[src/rtl/otter_ctrl_pkg.sv]
// Shared types and opcode constants for the OTTER multicycle control path.
package otter_ctrl_pkg;

  typedef enum logic [1:0] {
    ST_FETCH = 2'd0,
    ST_EXEC  = 2'd1,
    ST_WB    = 2'd2,
    ST_INTR  = 2'd3
  } state_e;

  localparam logic [6:0] OPC_OP     = 7'b0110011;
  localparam logic [6:0] OPC_OP_IMM = 7'b0010011;
  localparam logic [6:0] OPC_LUI    = 7'b0110111;
  localparam logic [6:0] OPC_AUIPC  = 7'b0010111;
  localparam logic [6:0] OPC_JAL    = 7'b1101111;
  localparam logic [6:0] OPC_JALR   = 7'b1100111;
  localparam logic [6:0] OPC_BRANCH = 7'b1100011;
  localparam logic [6:0] OPC_LOAD   = 7'b0000011;
  localparam logic [6:0] OPC_STORE  = 7'b0100011;
  localparam logic [6:0] OPC_SYSTEM = 7'b1110011;

  // Single-cycle instructions that write rd and advance the PC.
  function automatic logic is_reg_wb(input logic [6:0] opc);
    return (opc == OPC_OP)  || (opc == OPC_OP_IMM) || (opc == OPC_LUI) ||
           (opc == OPC_AUIPC) || (opc == OPC_JAL)  || (opc == OPC_JALR);
  endfunction

endpackage

[src/rtl/otter_wait_timer.sv]
// Wait-cycle counter for data-memory handshakes; flags when TIMEOUT is reached.
module otter_wait_timer #(
  parameter int unsigned TIMEOUT = 16,
  parameter int unsigned CW      = 5
) (
  input  logic clk,
  input  logic rst_n,
  input  logic clr,
  input  logic en,
  output logic expired
);

  logic [CW-1:0] cnt_q;
  logic [CW-1:0] cnt_d;

  always_comb begin
    cnt_d = cnt_q;
    if (clr) begin
      cnt_d = '0;
    end else if (en) begin
      cnt_d = cnt_q + 1'b1;
    end
  end

  always_ff @(posedge clk or negedge rst_n) begin
    if (!rst_n) begin
      cnt_q <= '0;
    end else begin
      cnt_q <= cnt_d;
    end
  end

  assign expired = (cnt_q == CW'(TIMEOUT));

endmodule

[src/rtl/otter_mcu_ctrl.sv]
// Multicycle control FSM for the OTTER RV32I core: fetch, execute, load
// writeback, memory-wait timeout and interrupt entry between instructions.
module otter_mcu_ctrl
  import otter_ctrl_pkg::*;
#(
  parameter int unsigned TIMEOUT = 16,
  parameter int unsigned CW      = 5
) (
  input  logic       CLK,
  input  logic       RESET,
  input  logic [6:0] OPCODE,
  input  logic [2:0] FUNC3,
  input  logic       INTR,
  input  logic       INT_EN,
  input  logic       MEM_READY2,
  output logic       PC_WRITE,
  output logic       MEM_READ1,
  output logic       MEM_READ2,
  output logic       MEM_WE2,
  output logic       REG_WRITE,
  output logic       CSR_WE,
  output logic       INT_TAKEN,
  output logic       MRET_EXEC,
  output logic       ILLEGAL,
  output logic       BUS_ERR,
  output logic [1:0] STATE
);

  state_e state_q;
  state_e state_d;
  logic   tmr_clr;
  logic   tmr_en;
  logic   tmr_expired;
  logic   retire;

  otter_wait_timer #(
    .TIMEOUT(TIMEOUT),
    .CW     (CW)
  ) u_wait_timer (
    .clk    (CLK),
    .rst_n  (RESET),
    .clr    (tmr_clr),
    .en     (tmr_en),
    .expired(tmr_expired)
  );

  always_comb begin
    state_d   = state_q;
    PC_WRITE  = 1'b0;
    MEM_READ1 = 1'b0;
    MEM_READ2 = 1'b0;
    MEM_WE2   = 1'b0;
    REG_WRITE = 1'b0;
    CSR_WE    = 1'b0;
    INT_TAKEN = 1'b0;
    MRET_EXEC = 1'b0;
    ILLEGAL   = 1'b0;
    BUS_ERR   = 1'b0;
    tmr_clr   = 1'b0;
    tmr_en    = 1'b0;
    retire    = 1'b0;

    case (state_q)
      ST_FETCH: begin
        MEM_READ1 = 1'b1;
        tmr_clr   = 1'b1;
        state_d   = ST_EXEC;
      end

      ST_EXEC: begin
        if (is_reg_wb(OPCODE)) begin
          REG_WRITE = 1'b1;
          PC_WRITE  = 1'b1;
          retire    = 1'b1;
        end else begin
          case (OPCODE)
            OPC_BRANCH: begin
              PC_WRITE = 1'b1;
              retire   = 1'b1;
            end
            OPC_SYSTEM: begin
              if (FUNC3 != 3'b000) begin
                CSR_WE    = 1'b1;
                REG_WRITE = 1'b1;
              end else begin
                MRET_EXEC = 1'b1;
              end
              PC_WRITE = 1'b1;
              retire   = 1'b1;
            end
            OPC_LOAD: begin
              MEM_READ2 = 1'b1;
              tmr_clr   = 1'b1;
              state_d   = ST_WB;
            end
            OPC_STORE: begin
              // Ready wins over expiry on the same cycle.
              if (MEM_READY2) begin
                MEM_WE2  = 1'b1;
                PC_WRITE = 1'b1;
                retire   = 1'b1;
              end else if (tmr_expired) begin
                BUS_ERR  = 1'b1;
                PC_WRITE = 1'b1;
                retire   = 1'b1;
              end else begin
                MEM_WE2 = 1'b1;
                tmr_en  = 1'b1;
              end
            end
            default: begin
              ILLEGAL  = 1'b1;
              PC_WRITE = 1'b1;
              retire   = 1'b1;
            end
          endcase
        end
      end

      ST_WB: begin
        MEM_READ2 = 1'b1;
        if (MEM_READY2) begin
          REG_WRITE = 1'b1;
          PC_WRITE  = 1'b1;
          retire    = 1'b1;
        end else if (tmr_expired) begin
          BUS_ERR  = 1'b1;
          PC_WRITE = 1'b1;
          retire   = 1'b1;
        end else begin
          tmr_en = 1'b1;
        end
      end

      ST_INTR: begin
        INT_TAKEN = 1'b1;
        PC_WRITE  = 1'b1;
        tmr_clr   = 1'b1;
        state_d   = ST_FETCH;
      end
    endcase

    if (retire) begin
      tmr_clr = 1'b1;
      state_d = (INTR && INT_EN) ? ST_INTR : ST_FETCH;
    end

    // Strobes must fall together with the asynchronous reset, not at the next edge.
    if (!RESET) begin
      PC_WRITE  = 1'b0;
      MEM_READ1 = 1'b0;
      MEM_READ2 = 1'b0;
      MEM_WE2   = 1'b0;
      REG_WRITE = 1'b0;
      CSR_WE    = 1'b0;
      INT_TAKEN = 1'b0;
      MRET_EXEC = 1'b0;
      ILLEGAL   = 1'b0;
      BUS_ERR   = 1'b0;
      state_d   = ST_FETCH;
    end
  end

  always_ff @(posedge CLK or negedge RESET) begin
    if (!RESET) begin
      state_q <= ST_FETCH;
    end else begin
      state_q <= state_d;
    end
  end

  assign STATE = state_q;

endmodule

[config.mk]
export PLATFORM = sky130hd
export DESIGN_NAME = otter_mcu_ctrl
export DESIGN_NICKNAME = d
export VERILOG_FILES = /design/src/rtl/otter_ctrl_pkg.sv /design/src/rtl/otter_wait_timer.sv /design/src/rtl/otter_mcu_ctrl.sv
export SDC_FILE = /design/constraint.sdc
export NUM_CORES = 1
export LEC_CHECK = 0
export ABC_AREA = 1
export ABC_CLOCK_PERIOD_IN_PS = 2300
export CAP_MARGIN = 20
export CORE_MARGIN = 5
export CORE_UTILIZATION = 29
export DETAILED_ROUTE_END_ITERATION = 16
export SETUP_SLACK_MARGIN = 0.5
export SLEW_MARGIN = 20
export SYNTH_ARGS = -nofsm -noshare
export SYNTH_HDL_FRONTEND = slang
export SYNTH_SLANG_ARGS = --single-unit
export TNS_END_PERCENT = 30
[constraint.sdc]
create_clock -name CLK -period 2.3 [get_ports CLK]
set_input_delay 0.69 -clock CLK [delete_from_list [all_inputs] [get_ports CLK]]
set_output_delay 0.69 -clock CLK [all_outputs]
set_load 0.03 [all_outputs]
==> out/qor.yml <==
synth_cell_types: 25
drt-initial-drc-count: 40
status: "complete, but fails checks"
place_area_um2: 1320
hold_viol: 0
crit_type: "in2out"
end_kind: "primary output"
place_hpwl_um: 1920
rsz0062_at_grt: "yes"
grt_pass1_vias: 1094
post-place-cells: 206
p_comb_frac: 0.801
clockBufferDepth: 2
synth_ff_type: "dfrtp_1"
worst_skew_pair.late_latency_ps: 260
vias: 1100
endpoint: "MRET_EXEC"
p_int_mw: 0.676
setup_viol: 3
wirelength_um: 2900
switching_share: 0.524
hp-class: "in2async"
slew_viol_final: 0
cp-startpoint: "OPCODE[3]"
row_count: 19
leakage_nw: 0.850
syn_inst: 135
synth.avg_cell_area_um2: 6.33
initial_utilization: 0.307
die_height_um: 64.3
core_area_um2: 2780
path_clk_slew_ps: 50
antenna_found_initial: 0
die-area_um2: 4130
grt_max_degree: 9
finalInstanceArea_um2: 1720
syn_area_um2: 855
min_period_ps: 2330
reg2reg_from: "u_wait_timer.cnt_q[1]"
holdWs_ps: 395
root_buffer: "clkbuf_4"
grt-ovfl-total: 0
area_growth_pct: 102
irDropWorstVdd_mv: 0.638
pin_count: 27
yosys_warnings: 0
ys_seq_elements: 7
slowest_delay_ps: 170
cts_hold_buf: 0
htreeDepth: 1
cts.sinks: 7
switchingPower_mw: 0.745
ant_nets: 0
p_per_area_nw_per_um2: 825
critical_path.cell_chain: "buf_8 > nor2_4 > nand2_4 > nor3_4 > buf_4 > nor3b_4 > buf_6"
grt_usage: 0.146
critPathSlowestCell: "nor3_4"
die_w_um: 64.3
max-cap-violations: 0
p_total_mw: 1.42
firstDrtPassIters: 5
synth_area_leaders: "dfrtp_1 (20%), nand2_1 (16%), ha_1 (13%), inv_1 (11%), nand3_1 (5.9%)"
nets: 225
arrival_ps: 1640
synth.most_common_cell: "nand2_1"
diodes: 0
stdcell_count: 231
reg2reg_depth: 17
utilization: 0.619
violations: "setup timing"
p_clk_frac: 0.082
fin_tns_setup_ps: -75.2
grt_pass1_wl_um: 4910
drc: 0
finalClockSkew_ps: 1.08
cp-start-kind: "input pin"
setup_slack_ps: -31.4
cp_max_fo: 6
synthesis.nets: 159
cp.required_ps: 1610
drive_gt1_frac: 0.640
viasPerCell: 4.76
fmax_ghz: 0.429
r2r_setup_slack_ps: 60
synth_top_area_frac: 0.205
worst_slew_pin_slew_ps: 390
gp_congestion: 0.763
period_share: 1.01
wire_per_inst_um: 12.5
numCtsBuffers: 3
ys_seq_area_frac: 0.205
reg2reg_to: "u_wait_timer.cnt_q[3]"
synth_edf_count: 0
cts_tree: "yes"
pwr-share-seq: 0.118
async_reset_ff_frac: 1.00
synth_top_area_cell: "dfrtp_1"
dp_slack_ps: -543
slew_headroom: 0.740
io_buffers: 26
synth_common_cells: "nand2_1 (37), inv_1 (25), nand3_1 (10)"
## per-layer routing
| layer | vias up | part of all wire | track usage |
|---|---|---|---|
| li1 | 544 | - | - |
| met1 | 507 | 0.39 | 0.173 |
| met2 | 46 | 0.54 | 0.260 |
| met3 | 3 | 0.069 | 0.0385 |
| met4 | 0 | 0.0041 | 0.0305 |
| met5 | - | 0 | 0 |
## worst max-delay path: cells and delay by family
| kind | cells | cell delay, ps |
|---|---|---|
| buffers and inverters | 3 | 390 |
| and+or+nand+nor | 4 | 550 |
## sequential cells by signal, summed over array words and instances, names as in the netlist
signal and count:
u_wait_timer.cnt_q 5, STATE 2
## worst min-delay path by stage
stage,slack (ps),from,depth (start not counted),to
after CTS,500,RESET,2,u_wait_timer.cnt_q[4]
after detailed placement,540,u_wait_timer.cnt_q[4],2,u_wait_timer.cnt_q[4]
after global routing,390,RESET,2,u_wait_timer.cnt_q[4]
after floorplan,390,RESET,0,STATE[0]
after global placement,530,u_wait_timer.cnt_q[4],2,u_wait_timer.cnt_q[4]
final,390,RESET,2,u_wait_timer.cnt_q[4]
## cell families (layout without fill, tap and decap cells)
group	Yosys count	in the layout	share of synthesized area
buffers and inverters	29	94	0.129
xor gates and xnor gates	1	1	0.0103
and+or+nand+nor	76	76	0.436
adders and majority gates	9	9	0.132
DFF	7	7	0.205
AOI/OAI and AO/OA	13	13	0.0878
## power by group through the flow
stage	Sequential [mW]	Combinational, mW	Clock (mW)
2_1_floorplan	0.208	0.552	0
3_3_place_gp	0.170	0.842	0
3_5_place_dp	0.173	0.859	0
4_1_cts	0.162	0.968	0.118
5_1_grt	0.170	1.25	0.130
6_report	0.167	1.14	0.116
## cells in the final DEF, fill, tap and decap left out, types with 2 or more instances in the layout
cell	n
buf_4	29
nor2_2	5
nand2_8	2
inv_1	13
nand2_2	13
dfrtp_1	5
ha_4	3
a21oi_2	3
o21ai_1	4
nand3_2	2
nor2_1	2
a21oi_4	2
clkdlybuf4s50_1	2
buf_2	5
clkbuf_4	4
nand2_1	25
nor2_4	6
ha_1	5
inv_2	11
inv_4	4
nand2_4	4
buf_6	22
nand3_1	9
dfrtp_2	2
nor3_4	2
## what timing repair did
item                       4_1_cts  5_1_grt
resized for setup               95       32
pin swaps                       27       17
setup endpoints to repair       19       18
buffers inserted                16        5
## layout make-up
type,instances,area (µm²)
fill,239,1060
clock buffer,3,22.5
multi-input combinational,99,812
timing repair buffer,62,552
inverter,28,115
tap,31,38.8
clock inverter,1,5.00
sequential,7,178
Power figures use the tool's default switching activity.
